**config.mk**
```make
export PLATFORM = sky130hd
export DESIGN_NAME = id_ex_stage
export DESIGN_NICKNAME = d
export VERILOG_FILES = /design/src/rtl/cpu_package.sv /design/src/rtl/id_ex_stage_operand_forward.sv /design/src/rtl/id_ex_stage.sv
export SDC_FILE = /design/constraint.sdc
export NUM_CORES = 1
export LEC_CHECK = 0
export ABC_AREA = 1
export CAP_MARGIN = 0
export CORE_MARGIN = 3
export CORE_UTILIZATION = 46
export DETAILED_ROUTE_END_ITERATION = 12
export HOLD_SLACK_MARGIN = 0.05
export PLACE_DENSITY_LB_ADDON = 0.15
export SLEW_MARGIN = 20
export SYNTH_ARGS = -nofsm -noshare
export SYNTH_HDL_FRONTEND = slang
export SYNTH_SLANG_ARGS = --single-unit
```
**constraint.sdc**
```tcl
create_clock -name clk -period 5.24 [get_ports clk]
set_input_delay 1.048 -clock clk [delete_from_list [all_inputs] [get_ports clk]]
set_output_delay 1.048 -clock clk [all_outputs]
set_load 0.02 [all_outputs]
```
**src/rtl/cpu_package.sv**
```systemverilog
// Shared CPU types: ALU function codes and ID/EX operand source selects.
package cpu_package;

   typedef enum logic [3:0] {
      ALU_ADD    = 4'd0,
      ALU_SUB    = 4'd1,
      ALU_AND    = 4'd2,
      ALU_OR     = 4'd3,
      ALU_XOR    = 4'd4,
      ALU_SLT    = 4'd5,
      ALU_SLTU   = 4'd6,
      ALU_SLL    = 4'd7,
      ALU_SRL    = 4'd8,
      ALU_SRA    = 4'd9
   } alu_function_t;

   typedef enum logic {
      OPA_RS1 = 1'b0,
      OPA_PC  = 1'b1
   } operand_a_sel_t;

   typedef enum logic {
      OPB_RS2 = 1'b0,
      OPB_IMM = 1'b1
   } operand_b_sel_t;

endpackage

```
**src/rtl/id_ex_stage_operand_forward.sv**
```systemverilog
// Per-source operand resolution: picks the freshest value for one register and flags a RAW hazard.
// ID_EX_FORWARD_EN selects MEM/WB forwarding; without it any in-flight writer match interlocks.
module operand_forward #(
   parameter int XLEN       = 32,
   parameter int REG_ADDR_W = 5
) (
   input  logic [REG_ADDR_W-1:0] rs_addr_i,
   input  logic                  used_i,
   input  logic [XLEN-1:0]       stored_data_i,
   input  logic [REG_ADDR_W-1:0] mem_rd_addr_i,
   input  logic                  mem_reg_write_i,
   input  logic                  mem_is_load_i,
   input  logic [XLEN-1:0]       mem_result_i,
   input  logic [REG_ADDR_W-1:0] wb_rd_addr_i,
   input  logic                  wb_reg_write_i,
   input  logic [XLEN-1:0]       wb_data_i,
   output logic [XLEN-1:0]       fwd_data_o,
   output logic                  hazard_o
);

   logic rs_nonzero;
   logic mem_hit;
   logic wb_hit;

   assign rs_nonzero = (rs_addr_i != '0);
   assign mem_hit    = mem_reg_write_i & rs_nonzero & (mem_rd_addr_i == rs_addr_i);
   assign wb_hit     = wb_reg_write_i  & rs_nonzero & (wb_rd_addr_i  == rs_addr_i);

`ifdef ID_EX_FORWARD_EN
   always_comb begin
      fwd_data_o = stored_data_i;
      if (!rs_nonzero)                  fwd_data_o = '0;
      else if (mem_hit && !mem_is_load_i) fwd_data_o = mem_result_i;
      else if (wb_hit)                  fwd_data_o = wb_data_i;
   end

   // A load result is not available until it reaches WB.
   assign hazard_o = used_i & mem_hit & mem_is_load_i;
`else
   logic unused_fwd;

   assign unused_fwd = ^{mem_result_i, wb_data_i, mem_is_load_i};
   assign fwd_data_o = rs_nonzero ? stored_data_i : '0;
   assign hazard_o   = used_i & (mem_hit | wb_hit);
`endif

endmodule

```
**src/rtl/id_ex_stage.sv**
```systemverilog
// ID/EX pipeline register feeding the ALU, with WB snooping and RAW hazard resolution.
// Define ID_EX_FORWARD_EN to forward from MEM/WB; otherwise matching writers interlock.
module id_ex_stage
   import cpu_package::*;
#(
   parameter int XLEN       = 32,
   parameter int REG_ADDR_W = 5
) (
   input  logic                  clk,
   input  logic                  reset_n,
   input  logic                  flush,
   input  logic                  in_valid,
   output logic                  in_ready,
   input  logic [XLEN-1:0]       in_pc,
   input  logic [REG_ADDR_W-1:0] in_rs1_addr,
   input  logic [REG_ADDR_W-1:0] in_rs2_addr,
   input  logic [XLEN-1:0]       in_rs1_data,
   input  logic [XLEN-1:0]       in_rs2_data,
   input  logic [XLEN-1:0]       in_imm,
   input  operand_a_sel_t        in_a_sel,
   input  operand_b_sel_t        in_b_sel,
   input  alu_function_t         in_alu_control,
   input  logic [REG_ADDR_W-1:0] in_rd_addr,
   input  logic                  in_reg_write,
   input  logic [REG_ADDR_W-1:0] mem_rd_addr,
   input  logic                  mem_reg_write,
   input  logic                  mem_is_load,
   input  logic [XLEN-1:0]       mem_result,
   input  logic [REG_ADDR_W-1:0] wb_rd_addr,
   input  logic                  wb_reg_write,
   input  logic [XLEN-1:0]       wb_data,
   output logic                  out_valid,
   input  logic                  out_ready,
   output alu_function_t         out_alu_control,
   output logic [XLEN-1:0]       out_a,
   output logic [XLEN-1:0]       out_b,
   output logic [XLEN-1:0]       out_pc,
   output logic [REG_ADDR_W-1:0] out_rd_addr,
   output logic                  out_reg_write
);

   logic                  valid_q,    valid_d;
   logic [XLEN-1:0]       pc_q,       pc_d;
   logic [REG_ADDR_W-1:0] rs1_addr_q, rs1_addr_d;
   logic [REG_ADDR_W-1:0] rs2_addr_q, rs2_addr_d;
   logic [XLEN-1:0]       rs1_data_q, rs1_data_d;
   logic [XLEN-1:0]       rs2_data_q, rs2_data_d;
   logic [XLEN-1:0]       imm_q,      imm_d;
   operand_a_sel_t        a_sel_q,    a_sel_d;
   operand_b_sel_t        b_sel_q,    b_sel_d;
   alu_function_t         alu_q,      alu_d;
   logic [REG_ADDR_W-1:0] rd_q,       rd_d;
   logic                  rw_q,       rw_d;

   logic            rs1_used, rs2_used;
   logic            rs1_haz,  rs2_haz;
   logic [XLEN-1:0] rs1_fwd,  rs2_fwd;
   logic            hazard, capture, xfer_out;

   assign rs1_used = (a_sel_q == OPA_RS1) & (rs1_addr_q != '0);
   assign rs2_used = (b_sel_q == OPB_RS2) & (rs2_addr_q != '0);

   operand_forward #(.XLEN(XLEN), .REG_ADDR_W(REG_ADDR_W)) u_fwd_rs1 (
      .rs_addr_i       (rs1_addr_q),
      .used_i          (rs1_used),
      .stored_data_i   (rs1_data_q),
      .mem_rd_addr_i   (mem_rd_addr),
      .mem_reg_write_i (mem_reg_write),
      .mem_is_load_i   (mem_is_load),
      .mem_result_i    (mem_result),
      .wb_rd_addr_i    (wb_rd_addr),
      .wb_reg_write_i  (wb_reg_write),
      .wb_data_i       (wb_data),
      .fwd_data_o      (rs1_fwd),
      .hazard_o        (rs1_haz)
   );

   operand_forward #(.XLEN(XLEN), .REG_ADDR_W(REG_ADDR_W)) u_fwd_rs2 (
      .rs_addr_i       (rs2_addr_q),
      .used_i          (rs2_used),
      .stored_data_i   (rs2_data_q),
      .mem_rd_addr_i   (mem_rd_addr),
      .mem_reg_write_i (mem_reg_write),
      .mem_is_load_i   (mem_is_load),
      .mem_result_i    (mem_result),
      .wb_rd_addr_i    (wb_rd_addr),
      .wb_reg_write_i  (wb_reg_write),
      .wb_data_i       (wb_data),
      .fwd_data_o      (rs2_fwd),
      .hazard_o        (rs2_haz)
   );

   assign hazard   = valid_q & (rs1_haz | rs2_haz);
   assign out_valid = valid_q & ~hazard;
   assign in_ready  = ~valid_q | (out_ready & ~hazard);
   assign xfer_out  = out_valid & out_ready;
   assign capture   = in_valid & in_ready & ~flush;

   always_comb begin
      valid_d    = valid_q;
      pc_d       = pc_q;
      rs1_addr_d = rs1_addr_q;
      rs2_addr_d = rs2_addr_q;
      rs1_data_d = rs1_data_q;
      rs2_data_d = rs2_data_q;
      imm_d      = imm_q;
      a_sel_d    = a_sel_q;
      b_sel_d    = b_sel_q;
      alu_d      = alu_q;
      rd_d       = rd_q;
      rw_d       = rw_q;
      if (flush) begin
         valid_d = 1'b0;
      end else if (capture) begin
         valid_d    = 1'b1;
         pc_d       = in_pc;
         rs1_addr_d = in_rs1_addr;
         rs2_addr_d = in_rs2_addr;
         rs1_data_d = in_rs1_data;
         rs2_data_d = in_rs2_data;
         imm_d      = in_imm;
         a_sel_d    = in_a_sel;
         b_sel_d    = in_b_sel;
         alu_d      = in_alu_control;
         rd_d       = in_rd_addr;
         rw_d       = in_reg_write;
      end else begin
         if (xfer_out) valid_d = 1'b0;
         // Keep held operands current with the register file while waiting.
         if (valid_q && wb_reg_write && (wb_rd_addr != '0)) begin
            if (wb_rd_addr == rs1_addr_q) rs1_data_d = wb_data;
            if (wb_rd_addr == rs2_addr_q) rs2_data_d = wb_data;
         end
      end
   end

   always_ff @(posedge clk or negedge reset_n) begin
      if (!reset_n) begin
         valid_q    <= 1'b0;
         pc_q       <= '0;
         rs1_addr_q <= '0;
         rs2_addr_q <= '0;
         rs1_data_q <= '0;
         rs2_data_q <= '0;
         imm_q      <= '0;
         a_sel_q    <= OPA_RS1;
         b_sel_q    <= OPB_RS2;
         alu_q      <= ALU_ADD;
         rd_q       <= '0;
         rw_q       <= 1'b0;
      end else begin
         valid_q    <= valid_d;
         pc_q       <= pc_d;
         rs1_addr_q <= rs1_addr_d;
         rs2_addr_q <= rs2_addr_d;
         rs1_data_q <= rs1_data_d;
         rs2_data_q <= rs2_data_d;
         imm_q      <= imm_d;
         a_sel_q    <= a_sel_d;
         b_sel_q    <= b_sel_d;
         alu_q      <= alu_d;
         rd_q       <= rd_d;
         rw_q       <= rw_d;
      end
   end

   assign out_a           = (a_sel_q == OPA_PC)  ? pc_q  : rs1_fwd;
   assign out_b           = (b_sel_q == OPB_IMM) ? imm_q : rs2_fwd;
   assign out_pc          = pc_q;
   assign out_alu_control = alu_q;
   assign out_rd_addr     = rd_q;
   assign out_reg_write   = rw_q;

endmodule
```
==> results of run 1 <==
-- where the power goes --
| part | total, mW | switching, mW | leakage, nW | internal (mW) |
|---|---|---|---|---|
| sequential | 1.48 | 0.131 | 1.86 | 1.35 |
| combinational | 1.26 | 0.659 | 3.54 | 0.598 |
| clock | 1.32 | 0.501 | 0.310 | 0.823 |
-- critical path, cell delays in order --
cell and delay (ns):
clkdlybuf4s50_1 0.50, inv_1 0.10, nand2_1 0.07, nand2_1 0.05, nor2_1 0.20, nand3_1 0.10, nand2_1 0.08, nand2_1 0.06
nand3_1 0.16, nand2_4 0.08, clkdlybuf4s50_1 0.59
-- per-layer routing --
| layer | GRT usage | wire length, microns |
|---|---|---|
| met1 | 0.361 | 10500 |
| met2 | 0.494 | 13100 |
| met3 | 0.0838 | 2310 |
| met4 | 0.0984 | 729 |
| met5 | 0 | 23 |
-- layout make-up --
type / count / area, sq um
repair buffers: 319 / 3160
inverters: 29 / 109
multi-input cells: 761 / 3420
well taps: 216 / 270
clock inverters: 12 / 174
fillers: 1335 / 4690
clock buffers: 20 / 457
flip-flops and latches: 151 / 3780
-- worst max path at each step --
stage | from | to
final | wb_rd_addr[1] | in_ready
after detailed placement | wb_rd_addr[1] | in_ready
after global placement | wb_rd_addr[1] | in_ready
after floorplan | wb_rd_addr[1] | in_ready
after global routing | wb_rd_addr[1] | in_ready
after CTS | wb_rd_addr[1] | in_ready
-- sequential cells by signal (all words and copies together), names as in the netlist --
| signal | cells |
|---|---|
| out_pc | 32 |
| out_rd_addr | 5 |
| out_alu_control | 4 |
| a_sel_q | 1 |
| rs2_addr_q | 5 |
| rs1_data_q | 32 |
| valid_q | 1 |
| rs2_data_q | 32 |
| imm_q | 32 |
| rs1_addr_q | 5 |
| out_reg_write | 1 |
| b_sel_q | 1 |
-- synthesized netlist by cell type --
library cell | count | area, sq um
a21oi_1 | 13 | 65.1
a22o_1 | 64 | 561
and3_1 | 1 | 6.26
buf_1 | 2 | 7.51
buf_2 | 31 | 155
buf_4 | 5 | 37.5
buf_6 | 1 | 11.3
clkbuf_1 | 31 | 116
dfrtp_1 | 151 | 3780
inv_1 | 16 | 60.1
inv_2 | 13 | 48.8
nand2_1 | 498 | 1870
nand2_2 | 3 | 18.8
nand2_4 | 1 | 11.3
nand3_1 | 143 | 716
nand4_1 | 3 | 18.8
nor2_1 | 30 | 113
o21ai_0 | 2 | 10.0
o21ai_1 | 2 | 10.0
xor2_1 | 1 | 8.76
-- kinds of logic after synthesis --
group                  share of synthesized area
flip-flops                                 0.496
XOR/XNOR                                 0.00115
AND/OR/NAND/NOR                            0.361
buffers and inverters                     0.0573
AO/OA/AOI/OAI                             0.0847
==> results.md, run 1 <==
- Status: complete, no violations
- Min-delay src: out_rd_addr[2]$_DFFE_PN0P_
- Syn nets: 1,243
- Setup WS post-layout: 1.16 ns
- Area of placed instances: 10,700 sq um
- Max-slew violation count: 0
- CP Max Fanout: 4
- Vias per cell: 5.21
- Unrepaired setup endpoints after global routing: no
- Syn Inst Count: 1,011
- Initial antenna violation count: 2
- Starting Density: 0.475
- Worst Hold Depth: 2
- PortBufs: 306
- Finish-stage setup viols: 0
- #FFs+latches synth: 151
- # diodes: 0
- CTS resizes: 0
- Final instance area: 11,400 sq um
- Remaining DRCs: 0
- Yosys cell types: 20
- R2R Setup Slk: 2.09 ns
- Synth Cell Area: 7620 sq um
- CP Data Required Time: 4.19 ns
- TritonRoute pass-1 iters: 5
- GRT Overall Usage: 0.292
- Antenna-violating nets left: 0
- Area added between synthesis and finish: 49.2%
- Largest net degree at the start of global routing: 88
- R2R depth: 12
- Share of cells above drive strength 1: 0.0488
- Final non-filler cell total: 1,508
- Worst slew margin: 0.448
- Routed WL: 26.6 mm
- WP data arrival: 3.04 ns
- Global placement routability congestion: 0.874
- Total power draw: 4.06 mW
- Die area: 18,200 sq um
- Global-route wire length before repair: 41.2 mm
- WS Path Type: input pin to output pin
- Hold worst-path end: out_rd_addr[2]$_DFFE_PN0P_
- Worst Tran Pin Value: 0.827 ns
- Core area: 16,100 sq um
- Synth Area per Inst: 7.54 sq um
- Vias in the first global route: 7,612
- Hold_buf cts: 0
- Most frequent cells in the layout: nand2_1, clkdlybuf4s50_1, dfrtp_1
- Die width: 135 microns
- Initial DRC count: 525
- Setup tns final: 0 ns
- Final worst path period need: 4.08 ns
- CTS tree: built
- Cells after DPL: 1,476
- Worst R2R Start: b_sel_q$_DFFE_PN0P_
- Final worst-path cycle share: 0.780
- Sequential element share of the synthesized area: 0.496
- H-tree level count: 4
- Startpoint class of the critical path: input pin
- Clock sinks: 151
- Worst clock skew: 0.00844 ns
- Max_cap viols: 0
- Leak: 5.71 nW
- Worst-Skew Late Latency: 0.42 ns
- CTS buffer count: 17
- Hold WS: 0.471 ns
- Maximum clock path buffer count: 2
- Pwr/cell area: 357 nW/um^2
- Hold Vio Cnt, Final: 0
- Post-DP HPWL: 18.9 mm
- Post-CTS Setup Repair Bufs: 0
- Clock slew at reported path FFs: 0.06 ns
- End-of-flow core utilization: 0.708
- Clock tree root driver cell: clkbuf_16
- R2r endpoint: rs1_data_q[23]$_DFFE_PN0P_
- Vias: 7,856
- Maximum VDD drop: 0.243 mV
- Io pins: 340
- Most common cell after layout, fill and taps aside: nand2_1
- Worst min path class: register to register
- Total grt overflow: 0
- Worst Setup End Kind: output pin
- Die Y: 135 microns
- Max Clock Freq: 245 MHz
- Total Nets Final: 1,511
- Synth Warn #: 0
- WL/cell: 17.7 microns
- Rows: 46
- Pre-CTS setup slack: 1.16 ns
(Power assumes the default switching activity.)
==> run 2: changes to the inputs <==
- CORE_UTILIZATION: 46 -> 38
- clock period: 5.24 -> 3.36 ns (I/O delays scaled with it)
==> run 2 against run 1 <==
Compared with the run above:
- clock power increased by 50%
- register-to-register slack got worse by 1.4 ns
- worst setup slack got worse by 1.0 ns
- routed wire length increased by 1.4%
- first-iteration DRC count decreased by 31%
- global-route usage decreased by 4.8 points
- clock-buffer cell count decreased by 1
- die area increased by 20%
- cell count increased by 4.2%
- critical path depth unchanged
- sequential cell count unchanged
- sequential share of layout area decreased by 0.60 points
- critical path type unchanged
==> results.md, run 2 (synthesis gave the netlist of run 1 again) <==
- CP Max Fanout: 3
- Maximum clock path buffer count: 2
- WL/cell: 17.2 microns
- Final worst path period need: 3.25 ns
- Core area: 19,600 sq um
- WP data arrival: 2.58 ns
- Vias: 7,777
- Clock sinks: 151
- Worst slew margin: 0.535
- End-of-flow core utilization: 0.591
- PortBufs: 306
- CTS tree: built
- Remaining DRCs: 0
- Vias in the first global route: 7,450
- Cells after DPL: 1,539
- Most common cell after layout, fill and taps aside: nand2_1
- Worst min path class: input pin to async pin
- Io pins: 340
- Starting Density: 0.389
- Setup tns final: 0 ns
- Unrepaired setup endpoints after global routing: no
- Max Clock Freq: 308 MHz
- Maximum VDD drop: 0.314 mV
- Most frequent cells in the layout: nand2_1, clkdlybuf4s50_1, dfrtp_1
- Worst R2R Start: rs2_addr_q[0]$_DFFE_PN0P_
- Clock slew at reported path FFs: 0.06 ns
- Pwr/cell area: 542 nW/um^2
- Share of cells above drive strength 1: 0.0582
- Rows: 51
- Global placement routability congestion: 0.874
- CP Launch Point: wb_rd_addr[0]
- Largest net degree at the start of global routing: 68
- Routed WL: 27.0 mm
- Worst clock skew: 0.0122 ns
- Vias per cell: 4.95
- Initial DRC count: 364
- Setup WS post-layout: 0.111 ns
- Die Y: 148 microns
- Hold_buf cts: 0
- # fillers: 1,825
- Final worst-path cycle share: 0.967
- CTS buffer count: 17
- Startpoint class of the critical path: input pin
- Pre-CTS setup slack: 0.127 ns
- Status: complete, no violations
- GRT Overall Usage: 0.244
- Worst Setup End Kind: output pin
- Finish-stage setup viols: 0
- Initial antenna violation count: 4
- Global-route wire length before repair: 41.6 mm
- Max-slew violation count: 0
- Total Nets Final: 1,525
- Worst-Skew Late Latency: 0.42 ns
- Total grt overflow: 0
- Area added between synthesis and finish: 51.9%
- Post-DP HPWL: 19.4 mm
- Final non-filler cell total: 1,572
- Worst Tran Pin Value: 0.698 ns
- Antenna-violating nets left: 0
- Die width: 148 microns
- Clock tree root driver cell: clkbuf_16
- Leak: 5.77 nW
- Hold Vio Cnt, Final: 0
- Die area: 21,800 sq um
- Max_cap viols: 0
- H-tree level count: 4
- WS Path Type: input pin to output pin
- CP Data Required Time: 2.69 ns
- TritonRoute pass-1 iters: 5
## run 2: changes by cell type in the layout (fill, tap and decap cells not counted), sizes merged
cell,change
buf,+14
clkinv,-5
clkinvlp,+4
inv,+3
bufinv,-1
clkbuf,-1
diode,+1
## run 2: timing repair
item                       4_1_cts  5_1_grt
resized for setup                0        2
setup endpoints to repair        0        1
setup buffers                    0        0
## run 2: layer usage
layer / track usage / share of wire / vias up
met1: 0.300 / 0.40 / 3628
met4: 0.0755 / 0.020 / 6
met2: 0.411 / 0.50 / 279
met5: 0 / 0.0015 / -
met3: 0.0803 / 0.080 / 33
li1: - / - / 3831
## run 2: power breakdown
part	internal [mW]	total [mW]	switching, mW
combinational	0.956	1.99	1.03
sequential	2.11	2.31	0.199
clock	1.18	1.98	0.799
## run 2: area by class of cell
cell class | instances | area (sq um) | area share
clock buffers | 19 | 433 | 0.0374
diodes | 1 | 2.50 | 0.000216
flip-flops and latches | 151 | 3780 | 0.326
multi-input cells | 761 | 3420 | 0.295
clock inverters | 13 | 171 | 0.0148
well taps | 265 | 332 | 0.0286
inverters | 29 | 111 | 0.00962
repair buffers | 333 | 3330 | 0.288
## run 2: through the flow
step	power [mW]	hold WS, ns	cell area (sq um)
after floorplan	3.29	0.376	7620
after global placement	4.31	0.454	11000
after detailed placement	4.33	0.461	11000
after CTS	6.34	0.205	11600
after global routing	6.59	0.215	11600
final	6.27	0.187	11600
## run 2: final timing paths
check	to	slack, ns	cells after the start
hold reg to reg	out_rd_addr[2]$_DFFE_PN0P_	0.47	2
setup / recovery	in_ready	0.11	11
setup reg to reg	rs1_data_q[2]$_DFFE_PN0P_	0.70	13
hold / removal	rs1_addr_q[3]$_DFFE_PN0P_	0.19	1
min in group clk	out_rd_addr[2]$_DFFE_PN0P_	0.47	2
max in group asynchronous	rs2_data_q[31]$_DFFE_PN0P_	2.30	2
## run 2: worst max-delay path, stage by stage
cell and delay (ns):
clkdlybuf4s50_1 0.52, inv_1 0.09, nand2_1 0.07, nand2_1 0.05, nor2_1 0.17, nand3_1 0.10
nand2_1 0.07, nand2_1 0.06, nand3_1 0.13, nand2_4 0.07, clkdlybuf4s50_1 0.57
==> run 3: changes to the inputs <==
- SETUP_SLACK_MARGIN: unset -> 0.05
==> run 3 against run 2 <==
Compared with the run above:
- routed wire length increased by 0.26%
- critical path depth decreased by 1
- register-to-register slack about the same
- clock power about the same
- sequential share of layout area about the same
- clock-buffer cell count unchanged
- worst setup slack improved by 0.034 ns
- core utilization about the same
- via count about the same
- non-clock buffer count unchanged
- critical endpoint is now out_valid
==> results.md, run 3 (synthesis gave the netlist of run 1 again) <==
- Status: complete, no violations
- CP max stage delay: 0.56 ns
- Worst Setup End Kind: output pin
- Global-route wire length before repair: 41.6 mm
- WP data arrival: 2.54 ns
- Antenna-violating nets left: 0
- CP dominant cell by count: nand2_1
- Clock tree root driver cell: clkbuf_16
- Pre-CTS setup slack: 0.127 ns
- Internal Dissipation: 4.24 mW
- WS Path Type: input pin to output pin
- Most common cell after layout, fill and taps aside: nand2_1
- Maximum clock path buffer count: 2
- Max Clock Freq: 311 MHz
- Most frequent cells in the layout: nand2_1, clkdlybuf4s50_1, dfrtp_1
- Maximum VDD drop: 0.315 mV
- Worst min path class: input pin to async pin
- Vias: 7,773
- Die area: 21,800 sq um
- Final worst-path cycle share: 0.957
- WL/cell: 17.2 microns
- Setup tns final: 0 ns
- Initial antenna violation count: 4
- Finish-stage setup viols: 0
- # fillers: 1,825
- Max_cap viols: 0
- CTS tree: built
- Vias per cell: 4.94
- Share of cells above drive strength 1: 0.0582
- Leak: 5.77 nW
- Sw frac: 0.324
- Core area: 19,600 sq um
- Total Nets Final: 1,525
- CTS buffer count: 17
- PortBufs: 306
- Die width: 148 microns
- Worst Tran Pin Value: 0.696 ns
- Die Y: 148 microns
- Io pins: 340
- End-of-flow core utilization: 0.591
- Worst clock skew: 0.00875 ns
- CP Max Fanout: 3
- Clock sinks: 151
- Area added between synthesis and finish: 51.9%
- Worst-Skew Late Latency: 0.42 ns
- Setup WS post-layout: 0.146 ns
- Largest net degree at the start of global routing: 68
- GRT Overall Usage: 0.244
- Hold Vio Cnt, Final: 0
- Final worst path period need: 3.21 ns
- Vias in the first global route: 7,450
- CP Data Required Time: 2.69 ns
- Pwr/cell area: 542 nW/um^2
- Post-DP HPWL: 19.4 mm
- Unrepaired setup endpoints after global routing: no
- Sequential power share: 0.367
- TritonRoute pass-1 iters: 5
- Global placement routability congestion: 0.874
- Max-slew violation count: 0
- Slowest cell on crit path: clkdlybuf4s50_1
- Clock slew at reported path FFs: 0.06 ns
- Comb power frac: 0.317
- Worst slew margin: 0.536
- Crit-path cells: clkdlybuf4s50_1, inv_1, nand2_1, nand2_1, nor2_1, nand3_1, nand2_1, nand2_1, and3_1, clkdlybuf4s50_1
- Routed WL: 27.1 mm
- Starting Density: 0.389
- Remaining DRCs: 0
- Clock power share: 0.316
- Total grt overflow: 0
- H-tree level count: 4
- Startpoint class of the critical path: input pin
- Rows: 51
- Sw power: 2.04 mW
- Initial DRC count: 367
-- run 3: cell count changes in the layout (fill, tap and decap cells not counted) --
cell             previous run  this run
clkdlybuf4s50_1           305       304
dlymetal6s2s_1              0         1
-- run 3: path summary, 6_finish.rpt --
check,start,to,slack (ns),depth (start not counted)
setup / recovery,wb_rd_addr[0],out_valid,0.15,10
hold / removal,reset_n,rs1_addr_q[3]$_DFFE_PN0P_,0.18,1
setup reg to reg,rs2_addr_q[0]$_DFFE_PN0P_,rs1_data_q[2]$_DFFE_PN0P_,0.70,13
hold reg to reg,out_rd_addr[2]$_DFFE_PN0P_,out_rd_addr[2]$_DFFE_PN0P_,0.47,2
max in group asynchronous,reset_n,rs2_data_q[11]$_DFFE_PN0P_,2.30,2
min in group clk,out_rd_addr[2]$_DFFE_PN0P_,out_rd_addr[2]$_DFFE_PN0P_,0.47,2
-- run 3: critical path, delay by kind of cell --
family	cells	cell delay, ns
buffers and inverters	3	1.17
and+or+nand+nor	7	0.70
-- run 3: through the flow --
step	area [sq um]	instances	hold WS [ns]	power (mW)
2_1_floorplan	7620	1011	0.376	3.29
3_3_place_gp	11000	1539	0.454	4.31
3_5_place_dp	11000	1539	0.461	4.33
4_1_cts	11600	1571	0.205	6.34
5_1_grt	11600	1571	0.215	6.59
6_report	11600	1572	0.184	6.28
-- run 3: power by group through the flow --
stage	Clock [mW]	Combinational, mW	Sequential [mW]
6_report	1.98	1.99	2.31
5_1_grt	2.10	2.15	2.34
4_1_cts	2.02	2.01	2.30
3_5_place_dp	0	2.00	2.34
3_3_place_gp	0	1.98	2.33
2_1_floorplan	0	0.924	2.37
-- run 3: final cells by class --
type	count	area, sq um	area share
well taps	265	332	0.0286
flip-flops and latches	151	3780	0.326
multi-input cells	761	3420	0.295
repair buffers	333	3330	0.288
clock inverters	13	171	0.0148
clock buffers	19	433	0.0374
inverters	29	111	0.00962
diodes	1	2.50	0.000216
-- run 3: timing repair --
action,CTS,global route
gates resized for setup,0,3
endpoints found under the setup margin,0,11
hold endpoints to repair,0,0
buffers inserted,0,0
hold buffers,0,0
-- run 3: layer usage --
| layer | track usage | part of all wire | routed length (microns) | vias up |
|---|---|---|---|---|
| li1 | - | - | - | 3830 |
| met1 | 0.300 | 0.40 | 10800 | 3629 |
| met2 | 0.411 | 0.50 | 13500 | 273 |
| met3 | 0.0803 | 0.081 | 2200 | 35 |
| met4 | 0.0755 | 0.020 | 550 | 6 |
| met5 | 0 | 0.0015 | 41 | - |
